--- config.mk ---
export PLATFORM = sky130hd
export DESIGN_NAME = cgra_conf_loader_flat
export DESIGN_NICKNAME = d
export VERILOG_FILES = /design/src/rtl/cgra_conf_loader_if.sv /design/src/rtl/cgra_conf_loader.sv /design/src/flat_wrapper.sv
export SDC_FILE = /design/constraint.sdc
export NUM_CORES = 1
export LEC_CHECK = 0
export CORE_MARGIN = 5
export CORE_UTILIZATION = 50
export DETAILED_ROUTE_END_ITERATION = 10
export DONT_BUFFER_PORTS = 1
export GPL_ROUTABILITY_DRIVEN = 0
export HOLD_SLACK_MARGIN = 0.03
export PLACE_DENSITY_LB_ADDON = 0.3
export RECOVER_POWER = 25
export SYNTH_ARGS = -nofsm -noshare
export SYNTH_HDL_FRONTEND = slang
export SYNTH_SLANG_ARGS = --single-unit
--- constraint.sdc ---
create_clock -name clk -period 2 [get_ports clk]
set_input_delay 0 -clock clk [delete_from_list [all_inputs] [get_ports clk]]
set_output_delay 0 -clock clk [all_outputs]
set_load 0.05 [all_outputs]
--- src/rtl/cgra_conf_loader_if.sv ---
// Valid/ready handshake carrying one packed PE configuration word into cgra_conf_loader.
interface cgra_conf_loader_if #(
  parameter int DATA_WIDTH = 32
);
  logic                  in_valid;
  logic                  in_ready;
  logic [DATA_WIDTH-1:0] in_data;

  modport master (output in_valid, output in_data, input in_ready);
  modport slave  (input in_valid, input in_data, output in_ready);
endinterface

--- src/rtl/cgra_conf_loader.sv ---
// Serializes per-PE configuration words into framed header+payload bytes on conf_bus.
// Optional macro CGRA_CONF_CHECKSUM_EN appends an XOR checksum byte to every frame.
module cgra_conf_loader #(
  parameter int CONF_WIDTH   = 8,
  parameter int NUM_PE       = 9,
  parameter int WORDS_PER_PE = 4
) (
  input  logic                  clk,
  input  logic                  rst,
  input  logic                  start,
  input  logic                  abort,
  cgra_conf_loader_if.slave     in_if,
  output logic [CONF_WIDTH-1:0] conf_bus,
  output logic                  busy,
  output logic                  done
);

  localparam int BYTE_W = (WORDS_PER_PE > 1) ? $clog2(WORDS_PER_PE) : 1;
  localparam logic [BYTE_W-1:0] LAST_BYTE = BYTE_W'(WORDS_PER_PE - 1);
  localparam logic [3:0]        LAST_PE   = 4'(NUM_PE - 1);

  typedef logic [WORDS_PER_PE-1:0][CONF_WIDTH-1:0] word_t;

  typedef enum logic [2:0] {
    ST_IDLE,
    ST_FETCH,
    ST_PAYLOAD,
    ST_CHECK,
    ST_DONE
  } state_t;

  state_t                state_q, state_d;
  logic [3:0]            pe_q, pe_d;
  logic [BYTE_W-1:0]     byte_q, byte_d;
  word_t                 word_q, word_d;
  logic [CONF_WIDTH-1:0] conf_d;
  logic [CONF_WIDTH-1:0] header;
  logic                  done_d;
  logic                  last_byte;
  logic                  last_pe;

  // in_ready deliberately ignores in_valid so the upstream sees a stable grant.
  assign in_if.in_ready = (state_q == ST_FETCH);
  assign busy           = (state_q != ST_IDLE);
  assign last_byte      = (byte_q == LAST_BYTE);
  assign last_pe        = (pe_q == LAST_PE);

  always_comb begin
    header             = '0;
    header[CONF_WIDTH-1] = 1'b1;
    header[3:0]        = pe_q;
  end

`ifdef CGRA_CONF_CHECKSUM_EN
  logic [CONF_WIDTH-1:0] checksum;

  always_comb begin
    checksum = header;
    for (int i = 0; i < WORDS_PER_PE; i++) begin
      checksum = checksum ^ word_q[i];
    end
  end
`endif

  always_ff @(posedge clk or negedge rst) begin
    if (!rst) begin
      state_q <= ST_IDLE;
    end else begin
      state_q <= state_d;
    end
  end

  always_comb begin
    state_d = state_q;
    if (abort) begin
      state_d = ST_IDLE;
    end else begin
      case (state_q)
        ST_IDLE: begin
          if (start) state_d = ST_FETCH;
        end
        ST_FETCH: begin
          if (in_if.in_valid) state_d = ST_PAYLOAD;
        end
        ST_PAYLOAD: begin
          if (last_byte) begin
`ifdef CGRA_CONF_CHECKSUM_EN
            state_d = ST_CHECK;
`else
            state_d = last_pe ? ST_DONE : ST_FETCH;
`endif
          end
        end
        ST_CHECK: begin
          state_d = last_pe ? ST_DONE : ST_FETCH;
        end
        ST_DONE: begin
          state_d = ST_IDLE;
        end
        default: begin
          state_d = ST_IDLE;
        end
      endcase
    end
  end

  // Byte stream and counters; conf_bus falls back to zero whenever nothing is framed.
  always_comb begin
    conf_d = '0;
    pe_d   = pe_q;
    byte_d = byte_q;
    word_d = word_q;
    done_d = 1'b0;
    if (abort) begin
      pe_d   = '0;
      byte_d = '0;
      word_d = '0;
    end else begin
      case (state_q)
        ST_IDLE: begin
          if (start) begin
            pe_d   = '0;
            byte_d = '0;
          end
        end
        ST_FETCH: begin
          if (in_if.in_valid) begin
            word_d = in_if.in_data;
            conf_d = header;
            byte_d = '0;
          end
        end
        ST_PAYLOAD: begin
          conf_d = word_q[byte_q];
          if (last_byte) begin
            byte_d = '0;
`ifndef CGRA_CONF_CHECKSUM_EN
            if (!last_pe) pe_d = pe_q + 4'd1;
`endif
          end else begin
            byte_d = byte_q + 1'b1;
          end
        end
        ST_CHECK: begin
`ifdef CGRA_CONF_CHECKSUM_EN
          conf_d = checksum;
`endif
          if (!last_pe) pe_d = pe_q + 4'd1;
        end
        ST_DONE: begin
          done_d = 1'b1;
        end
        default: begin
          conf_d = '0;
        end
      endcase
    end
  end

  always_ff @(posedge clk or negedge rst) begin
    if (!rst) begin
      conf_bus <= '0;
      pe_q     <= '0;
      byte_q   <= '0;
      word_q   <= '0;
      done     <= 1'b0;
    end else begin
      conf_bus <= conf_d;
      pe_q     <= pe_d;
      byte_q   <= byte_d;
      word_q   <= word_d;
      done     <= done_d;
    end
  end

endmodule
--- src/flat_wrapper.sv ---
// flat-port wrapper written by rule: the top's interface ports become plain ports
module cgra_conf_loader_flat 
#(
  parameter int CONF_WIDTH   = 8,
  parameter int NUM_PE       = 9,
  parameter int WORDS_PER_PE = 4
)
  (clk, rst, start, abort, conf_bus, busy, done, in_if_in_valid, in_if_in_data, in_if_in_ready);
  cgra_conf_loader_if in_if_i ();
  input  logic clk;
  input  logic rst;
  input  logic start;
  input  logic abort;
  output logic [CONF_WIDTH-1:0] conf_bus;
  output logic busy;
  output logic done;
  input wire logic [$bits(in_if_i.in_valid)-1:0] in_if_in_valid;
  input wire logic [$bits(in_if_i.in_data)-1:0] in_if_in_data;
  output wire logic [$bits(in_if_i.in_ready)-1:0] in_if_in_ready;
  assign in_if_i.in_valid = in_if_in_valid;
  assign in_if_i.in_data = in_if_in_data;
  assign in_if_in_ready = in_if_i.in_ready;
  cgra_conf_loader #(.CONF_WIDTH(CONF_WIDTH), .NUM_PE(NUM_PE), .WORDS_PER_PE(WORDS_PER_PE)) u_core (.clk(clk), .rst(rst), .start(start), .abort(abort), .in_if(in_if_i), .conf_bus(conf_bus), .busy(busy), .done(done));
endmodule
==> summary.txt <==
CTS max path bufs - 2
first-pass GRT wire length - 8.27 mm
placed cells - 272
Seq/Total Area, Yosys - 54.3%
clock sinks - 50
most common cell after layout, fill and taps aside - nand2_1
most frequent cells in the layout - 67 x nand2_1, 50 x dfrtp_1, 39 x dlygate4sd3_1, 36 x a21oi_1, 11 x buf_4
Core Util, Final - 66.8%
critical path endpoint category - flop
Die ar. - 6060 um^2
critical path type - flop to flop
Hold WC Path Type - primary input to flop
Reg2Reg Depth - 6
nature of the critical path startpoint - flop
GR Util met3 - 4.86%
number of synthesized flops with an enable pin - 0
Die X - 77.9 um
Synth Net Count - 268
final setup vio count - 0
count of cell types in the netlist - 32
Initial DRC Count - 105
I/O Buffers - 0
Slew headroom - 20.6%
antenna-violating nets left - 0
Die H - 77.9 um
peak supply drop - 477 uV
FF+latch count, synth - 50
first-pass iteration count of the detailed router - 5
Post-Syn Area - 2300 um^2
row count - 24
routed vias - 1796
CTS buffer count - 5
Root Driver - clkbuf_8
gr busiest metal - met2
status - completed
Worst Path Max Fanout - 6
fillers - 350
Leak - 1.28 nW
post-route cell area - 2950 um^2
H-Tree Depth - 2
drt drc - 0
initial antenna violation count - 0
total grt overflow - 0
Hold Path Cell Cnt - 2
Avg Inst Size Synth - 10.1 um^2
Max Clock Skew - 8.20 ps
final cell count without fillers - 326
GR Util met1 - 22.2%
final hold violation count - 0
cell count after synthesis - 228
Tmin final - 1880 ps
critical path's slowest cell - dlygate4sd3_1
dpl hpwl - 3.17 mm
crit-path cells - ha_1, nor2_1, nand3b_4, a21o_1, a21oi_1, dlygate4sd3_1
Total Routing Usage GR - 16.9%
clk_lat worst skew - 300 ps
TritonCTS clock tree - yes
P&R area growth vs syn - 28.1%
ys flop type - dfrtp_1
Worst-Margin Slew - 1190 ps
layout cells sized above 1 - 13.5%
Max Slew Vio Count - 0
Final Cycle Share - 94.2%
max frequency - 0.531 GHz
# IOs - 48
fin nets - 314
Crit path largest cell delay - 560 ps
final wirelength - 5.18 mm
placed instance area - 2360 um^2
Worst Hold Launch - in_if_in_valid
via-per-instance ratio - 5.51
Max Cap Viol - 0
async set or reset register ratio after synthesis - 100%
Reg clk slew, reported paths - 90 ps
number of global-route vias before repair - 1752
Core ar. - 4410 um^2
synth warn - 0
crit path DAT - 2070 ps
WL/cell - 15.9 um
GRT met2 Usage - 27.5%
number of diodes - 0
largest net degree at the start of global routing - 51
Critical R2R Capture - u_core.pe_q[1]
flop2flop setup slack - 120 ps
WP data required - 2190 ps
pwr/cell area - 649 nW/um^2
Setup TNS - 0 ps
Min-Delay Endpoint - u_core.state_q[1]
Initial Utilization - 52.2%
worst hold slack - 20.6 ps
worst r2r src - u_core.byte_q[0]
stage by stage:
| stage | total power, W | worst slack (ps) |
|---|---|---|
| final | 0.00192 | 116 |
| after global routing | 0.00201 | -8.64 |
| after CTS | 0.00192 | 52.7 |
| after detailed placement | 0.00127 | 385 |
| after global placement | 0.00127 | 449 |
| after floorplan | 0.00124 | 52.7 |
state kept, by name, indices dropped and copies added (netlist names):
| signal | cells |
|---|---|
| u_core.byte_q | 2 |
| u_core.conf_bus | 8 |
| u_core.done | 1 |
| u_core.pe_q | 4 |
| u_core.state_q | 3 |
| u_core.word_q | 32 |
how the worst max path moves through the flow:
| stage | from | endpoint | slack [ps] | cells past startpoint |
|---|---|---|---|---|
| 5_1_grt | u_core.state_q[1] | u_core.pe_q[1] | -9 | 6 |
| 3_5_place_dp | u_core.state_q[2] | u_core.conf_bus[1] | 390 | 4 |
| 3_3_place_gp | u_core.state_q[2] | u_core.pe_q[2] | 450 | 4 |
| 2_1_floorplan | u_core.state_q[0] | u_core.conf_bus[0] | 50 | 5 |
| 6_report | u_core.byte_q[0] | u_core.pe_q[1] | 120 | 6 |
| 4_1_cts | u_core.state_q[0] | u_core.word_q[30] | 50 | 7 |
kinds of logic (layout without fill, tap and decap cells):
kind of cell,after synthesis,count (layout),synth area share [%]
adders and majority gates,3,3,1.63
AOI/OAI and AO/OA,51,51,12.8
DFF,50,50,54.3
buffers and inverters,20,66,3.75
muxes,8,8,7.82
and+or+nand+nor,96,96,19.7
synth_stat cells, types with 2 or more instances:
master    count  share of area, %
nor2_1        4              0.65
clkbuf_1      5              0.81
nand2_1      69                11
a21o_1        3              0.98
ha_1          3               1.6
nor3_1        3              0.65
dfrtp_1      50                54
nand3_1       3              0.65
and2_1        3              0.81
o22ai_1       2              0.54
mux4_2        8               7.8
inv_1         5              0.81
a21oi_1      36               7.8
buf_2         9               2.0
nand3b_1      4               1.3
a22o_1        5               1.9
cell type report:
cell class / count / area (um^2) / share of cell area [%]
well taps: 52 / 65.1 / 2.21
flip-flops and latches: 50 / 1250 / 42.4
multi-input cells: 158 / 992 / 33.6
clock inverters: 1 / 7.51 / 0.254
clock buffers: 6 / 72.6 / 2.46
inverters: 5 / 18.8 / 0.636
repair buffers: 54 / 543 / 18.4
per-layer routing:
layer	vias to the layer above	part of all wire, %
met4	0	1.4
li1	875	-
met3	8	6.0
met5	-	0
met2	44	50
met1	869	42
power by group:
part	switching, W	internal [W]	total, W
sequential	0.0000233	0.00104	0.00107
clock	0.000303	0.000240	0.000543
combinational	0.000165	0.000140	0.000305
critical path: cells and delay by family, from the launching register on:
| family | cells | cell delay (ps) |
|---|---|---|
| AND/OR/NAND/NOR | 2 | 440 |
| flip-flops | 1 | 380 |
| AO/OA/AOI/OAI | 2 | 180 |
| adder cells (fa/ha/maj) | 1 | 230 |
| buffers and inverters | 1 | 560 |
what timing repair did:
item / 4_1_cts / 5_1_grt
gates resized for setup: 0 / 8
endpoints found under the setup margin: 0 / 4
endpoints found under the hold margin: 100 / 0
hold buffers: 41 / 0
buffers inserted: 0 / 5
(Power assumes the default switching activity.)
